### config.mk
export PLATFORM = sky130hd
export DESIGN_NAME = ccsds_asm_inserter
export DESIGN_NICKNAME = d
export VERILOG_FILES = /design/src/rtl/ccsds_asm_pkg.sv /design/src/rtl/ccsds_pn_randomizer.sv /design/src/rtl/ccsds_asm_inserter.sv
export SDC_FILE = /design/constraint.sdc
export NUM_CORES = 1
export LEC_CHECK = 0
export BUFFER_PORTS_ARGS = -buffer_cell sky130_fd_sc_hd__buf_2
export CORE_UTILIZATION = 40
export CTS_BUF_LIST = sky130_fd_sc_hd__clkbuf_4
export DETAILED_ROUTE_END_ITERATION = 10
export SKIP_CTS_REPAIR_TIMING = 1
export SLEW_MARGIN = 20
export SYNTH_ARGS = -nofsm -noshare
export SYNTH_HDL_FRONTEND = slang
export SYNTH_HIERARCHICAL = 1
export SYNTH_SLANG_ARGS = --single-unit
### constraint.sdc
create_clock -name clk -period 3.7 [get_ports clk]
set_clock_uncertainty 0.15 [all_clocks]
set_input_delay 0.37 -clock clk [delete_from_list [all_inputs] [get_ports clk]]
set_output_delay 0.37 -clock clk [all_outputs]
set_load 0.02 [all_outputs]
### src/rtl/ccsds_asm_pkg.sv
// Shared constants for the CCSDS ASM inserter: sync marker, FSM encoding and TM randomizer helpers.
package ccsds_asm_pkg;

  localparam logic [31:0] ASM_WORD = 32'h1ACFFC1D;

  typedef enum logic [1:0] {
    IDLE = 2'd0,
    ASM  = 2'd1,
    DATA = 2'd2
  } state_t;

  // h(x) = x^8 + x^7 + x^5 + x^3 + 1. With s[7] holding the next output bit,
  // the recurrence a(k+8) = a(k+7) ^ a(k+5) ^ a(k+3) ^ a(k) taps s[0], s[2], s[4], s[7].
  localparam logic [8:0] PN_POLY     = 9'h1A9;
  localparam logic [7:0] PN_TAP_MASK = 8'h95;
  localparam logic [7:0] PN_SEED     = 8'hFF;

  function automatic logic [7:0] pn_bit_step(input logic [7:0] s);
    return {s[6:0], ^(s & PN_TAP_MASK)};
  endfunction

  // Advance the generator by nbits (at most 32) output bits.
  function automatic logic [7:0] pn_advance(input logic [7:0] seed, input int nbits);
    logic [7:0] s;
    s = seed;
    for (int i = 0; i < 32; i++) begin
      if (i < nbits) s = pn_bit_step(s);
    end
    return s;
  endfunction

endpackage

### src/rtl/ccsds_pn_randomizer.sv
// CCSDS TM pseudo-randomizer: XORs a width-bit beat with the next width sequence bits, MSB earliest.
// Combinational data path; generator restarts from the seed whenever restart is high and steps on advance.
module ccsds_pn_randomizer
  import ccsds_asm_pkg::*;
#(
  parameter int width = 8
) (
  input  logic             clk,
  input  logic             rst_n,
  input  logic             restart,
  input  logic             advance,
  input  logic [width-1:0] din,
  output logic [width-1:0] dout
);

  logic [7:0]       lfsr;
  logic [7:0]       cur;
  logic [7:0]       walk;
  logic [width-1:0] pn;

  assign cur = restart ? PN_SEED : lfsr;

  always_comb begin
    walk = cur;
    pn   = '0;
    for (int i = width - 1; i >= 0; i--) begin
      pn[i] = walk[7];
      walk  = pn_bit_step(walk);
    end
  end

  assign dout = din ^ pn;

  always_ff @(posedge clk or negedge rst_n) begin
    if (!rst_n) begin
      lfsr <= PN_SEED;
    end else if (advance) begin
      lfsr <= pn_advance(cur, width);
    end
  end

endmodule

### src/rtl/ccsds_asm_inserter.sv
// Prepends the 32-bit ASM to each LDPC codeword; optional TM randomizer on codeword bits (CCSDS_ASM_RANDOMIZER_EN).
// One registered output stage, input beat visible the cycle after acceptance; input stalls while the output register is full.
module ccsds_asm_inserter
  import ccsds_asm_pkg::*;
#(
  parameter int          width    = 8,
  parameter int          cw_bits  = 8160,
  parameter logic [31:0] asm_word = ASM_WORD
) (
  input  logic             clk,
  input  logic             rst_n,
  input  logic [width-1:0] s_axis_tdata,
  input  logic             s_axis_tvalid,
  output logic             s_axis_tready,
  input  logic             s_axis_tlast,
  output logic [width-1:0] m_axis_tdata,
  output logic             m_axis_tvalid,
  input  logic             m_axis_tready,
  output logic             m_axis_tlast,
  output logic             m_axis_tuser,
  output logic             frame_err
);

  localparam int ASM_BEATS = 32 / width;
  localparam int CW_BEATS  = cw_bits / width;
  localparam int MAX_BEATS = (CW_BEATS > ASM_BEATS) ? CW_BEATS : ASM_BEATS;
  localparam int CNT_W     = (MAX_BEATS > 1) ? $clog2(MAX_BEATS) : 1;

  if ((32 % width) != 0 || (cw_bits % width) != 0) begin : g_bad_width
    $error("ccsds_asm_inserter: width must divide 32 and cw_bits");
  end

  state_t           state;
  logic [CNT_W-1:0] cnt;
  logic             load_ok;
  logic             in_acc;
  logic             asm_last;
  logic             cw_last;
  logic [width-1:0] asm_beat;
  logic [width-1:0] cw_dat;

  // The output register may take a new word when it is empty or being drained this cycle.
  assign load_ok       = ~m_axis_tvalid | m_axis_tready;
  assign s_axis_tready = (state == DATA) & load_ok;
  assign in_acc        = s_axis_tvalid & s_axis_tready;
  assign asm_last      = (cnt == CNT_W'(ASM_BEATS - 1));
  assign cw_last       = (cnt == CNT_W'(CW_BEATS - 1));
  assign asm_beat      = asm_word[32 - width * (int'(cnt) + 1) +: width];

`ifdef CCSDS_ASM_RANDOMIZER_EN
  ccsds_pn_randomizer #(
    .width (width)
  ) u_pn (
    .clk     (clk),
    .rst_n   (rst_n),
    .restart (cnt == '0),
    .advance (in_acc),
    .din     (s_axis_tdata),
    .dout    (cw_dat)
  );
`else
  assign cw_dat = s_axis_tdata;
`endif

  always_ff @(posedge clk or negedge rst_n) begin
    if (!rst_n) begin
      state         <= IDLE;
      cnt           <= '0;
      m_axis_tdata  <= '0;
      m_axis_tvalid <= 1'b0;
      m_axis_tlast  <= 1'b0;
      m_axis_tuser  <= 1'b0;
      frame_err     <= 1'b0;
    end else begin
      // tlast is only checked; the counter alone decides where the frame ends.
      frame_err <= in_acc & (s_axis_tlast != cw_last);

      if (load_ok) m_axis_tvalid <= 1'b0;

      case (state)
        IDLE: begin
          if (s_axis_tvalid) state <= ASM;
        end

        ASM: begin
          if (load_ok) begin
            m_axis_tdata  <= asm_beat;
            m_axis_tuser  <= 1'b1;
            m_axis_tlast  <= 1'b0;
            m_axis_tvalid <= 1'b1;
            if (asm_last) begin
              cnt   <= '0;
              state <= DATA;
            end else begin
              cnt <= cnt + 1'b1;
            end
          end
        end

        DATA: begin
          if (in_acc) begin
            m_axis_tdata  <= cw_dat;
            m_axis_tuser  <= 1'b0;
            m_axis_tlast  <= cw_last;
            m_axis_tvalid <= 1'b1;
            if (cw_last) begin
              cnt   <= '0;
              state <= IDLE;
            end else begin
              cnt <= cnt + 1'b1;
            end
          end
        end

        default: begin
          state <= IDLE;
          cnt   <= '0;
        end
      endcase
    end
  end

endmodule

==> run_results.csv <==
group,metric,value,unit
yosys,seq_area_frac_synth,44.40,%
run,cap_violations,0,
sta,finalHoldViolations,0,
sta,max_freq,407.7,MHz
place,dpl_cell_area,0.001514,mm2
clocking,clock_sinks,24,
clocking,h-tree-depth,1,
floorplan,dieArea,0.003618,mm2
outcome,outcome,"completed",
yosys,synth_xor_area_share,0.6475,%
sta,tightest_slew,0.8802,ns
sta,post-route-min-period,2.453,ns
setup_path,path_class,"reg2reg",
setup_path,cp.required,3.81,ns
yosys,synth_fa_ha_area_share,3.700,%
global_route,grt-ovfl-total,0,
clocking,cts_max_path_buffers,2,
layout,stdcell_count,211,
floorplan,initial_core_util,43.24,%
yosys,ys_async_sr_fraction,100.0,%
yosys,synth_top_family_by_area,"compound AO/OA/AOI/OAI gates",
power_and_ir_drop,vdd_drop_max,0.0002500,V
layout,multiInputGateArea,718.2,um2
drt,wl,2966,um
setup_path,cp_max_fo,17,
layout,finalInstanceArea,0.001577,mm2
drt,drt_iter0_drc,81,
place,dp.cells,206,
drt,via_per_inst,5.545,
place,io_buffer_count,25,
clocking,cts.clk_slew.worst_paths,0.15,ns
layout,fillers,317,
sta,slew_headroom,41.11,%
sta,setup_viol,0,
floorplan,rows,20,
yosys,yosysUniqueCellTypes,39,
floorplan,ioPinCount,26,
sta,hold_slack,0.1479,ns
yosys,synth-main-ff-cell,"dfrtp_1",
yosys,yosys-top-cells-area,"dfrtp_1 44%, nand2_1 4.7%, nor2_1 4.2%, ha_1 3.7%, o21ai_0 3.7%",
clocking,cts_tree,"built",
layout,seq_area,600.6,um2
global_route,grt_pass1_vias,1103,
sta,rsz0062_at_grt,"no",
yosys,yosys.area_share.simple,22.02,%
drt,drc,0,
drt,vias,1170,
place,dp.final_hpwl,2080,um
sta,setup_tns,0,ns
power_and_ir_drop,totalPowerFinal,1.197,mW
layout,num-nets-final,185,
place,gp_congestion,0.7963,
floorplan,core,0.003128,mm2
floorplan,fp.dieW,60.15,um
sta,post-route-period-util,66.29,%
clocking,clock_insertion_delay_worst_skew,0.33,ns
clocking,ctsRootBufferMaster,"clkbuf_4",
layout,utilization,50.40,%
clocking,numCtsBuffers,3,
yosys,syn-cell-area,0.001353,mm2
yosys,synth.most_common_cell,"dfrtp_1",
sta,worst_slack,1.247,ns
global_route,grt_first_pass_wirelength,4830,um
yosys,synth-edff-count,0,
drt,ant_nets,0,
yosys,synthCells,140,
worst_hold_path,min_path_type,"in2reg",
power_and_ir_drop,p_per_area,759.1,mW/mm2
yosys,yosysWarnings,6,
yosys,ys_ff_latch,24,
floorplan,chipHeight,60.15,um
global_route,antenna_found_initial,0,
place,post-place-ws,1.249,ns
drt,first_pass_iters,4,
setup_path,crit_arrival,2.57,ns
drt,wire_per_inst,14.06,um
layout,area_growth,16.56,%
sta,drv_slew,0,
setup_path,end_kind,"flop",
yosys,avgSynthCellArea,9.661,um2
global_route,grt_usage,18.03,%
yosys,syn_nets,157,
layout,drive_gt1_share,27.54,%
yosys,synth_compound_area_share,24.33,%
setup_path,cp-start-kind,"flop",
yosys,synthDominantCellAreaShare,44.40,%
global_route,grt_max_degree,25,
power_and_ir_drop,p_leak,0.7382,nW
yosys,synth_common_cells,"24 x dfrtp_1, 17 x nand2_1, 15 x nor2_1",
yosys,yosysTopAreaCell,"dfrtp_1",
yosys,synth_mux_area_share,2.405,%
layout,diodes,0,
==> worst max-delay path, cell delays in order (launching register included) <==
cell     delay (ns)
dfrtp_1        0.42
inv_1          0.08
ha_1           0.57
mux2i_1        0.20
nor2_1         0.70
nor2_1         0.09
a31oi_1        0.18
==> sequential cells by signal, summed over array words and instances (netlist names) <==
register	count
m_axis_tvalid	1
m_axis_tuser	1
m_axis_tdata	8
cnt	10
state	2
m_axis_tlast	1
frame_err	1
==> power by group <==
group          switching, mW  internal (mW)
registers             0.0418          0.335
logic                  0.401          0.224
clock network         0.0860          0.110
==> area by class of cell <==
cell class	instances	area share, %
Multi-Input combinational cell	109	45.56
Inverter	4	0.9524
Clock inverter	1	1.905
Sequential cell	24	38.10
Timing Repair Buffer	26	8.571
Clock buffer	3	1.429
Tap cell	44	3.492
==> cells by family (layout without fill, tap and decap cells) <==
logic type / Yosys count / in the layout
AND/OR/NAND/NOR: 57 / 57
AO/OA/AOI/OAI: 44 / 44
flip-flops: 24 / 24
buffers and inverters: 7 / 34
adder cells (fa/ha/maj): 4 / 4
multiplexers: 3 / 3
XOR/XNOR: 1 / 1
==> cell usage in the layout, fill, tap and decap left out, types with 8 or more instances in the layout <==
cell	netlist	final
dfrtp_1	24	24
buf_2	0	25
nor2_1	15	15
nand2_1	17	17
o21ai_0	10	10
a21oi_1	8	8
==> final timing paths <==
check / end / slack, ns / start / cells past startpoint
worst min-delay path: m_axis_tdata[7] / 0.15 / s_axis_tdata[7] / 3
worst min register to register: m_axis_tdata[1] / 0.39 / m_axis_tdata[1] / 2
worst max-delay path: m_axis_tdata[2] / 1.25 / state[0] / 6
min in group asynchronous: cnt[7] / 0.39 / rst_n / 2
worst max register to register: m_axis_tdata[2] / 1.25 / state[0] / 6
max in group asynchronous: m_axis_tdata[1] / 2.64 / rst_n / 2
==> layer usage <==
layer / vias to the layer above / routed length, um / track usage (%)
li1: 574 / - / -
met1: 562 / 1377 / 22.58
met2: 29 / 1409 / 30.61
met3: 5 / 132 / 2.597
met4: 0 / 47 / 7.641
met5: - / 0 / 0
(Power assumes the default switching activity.)
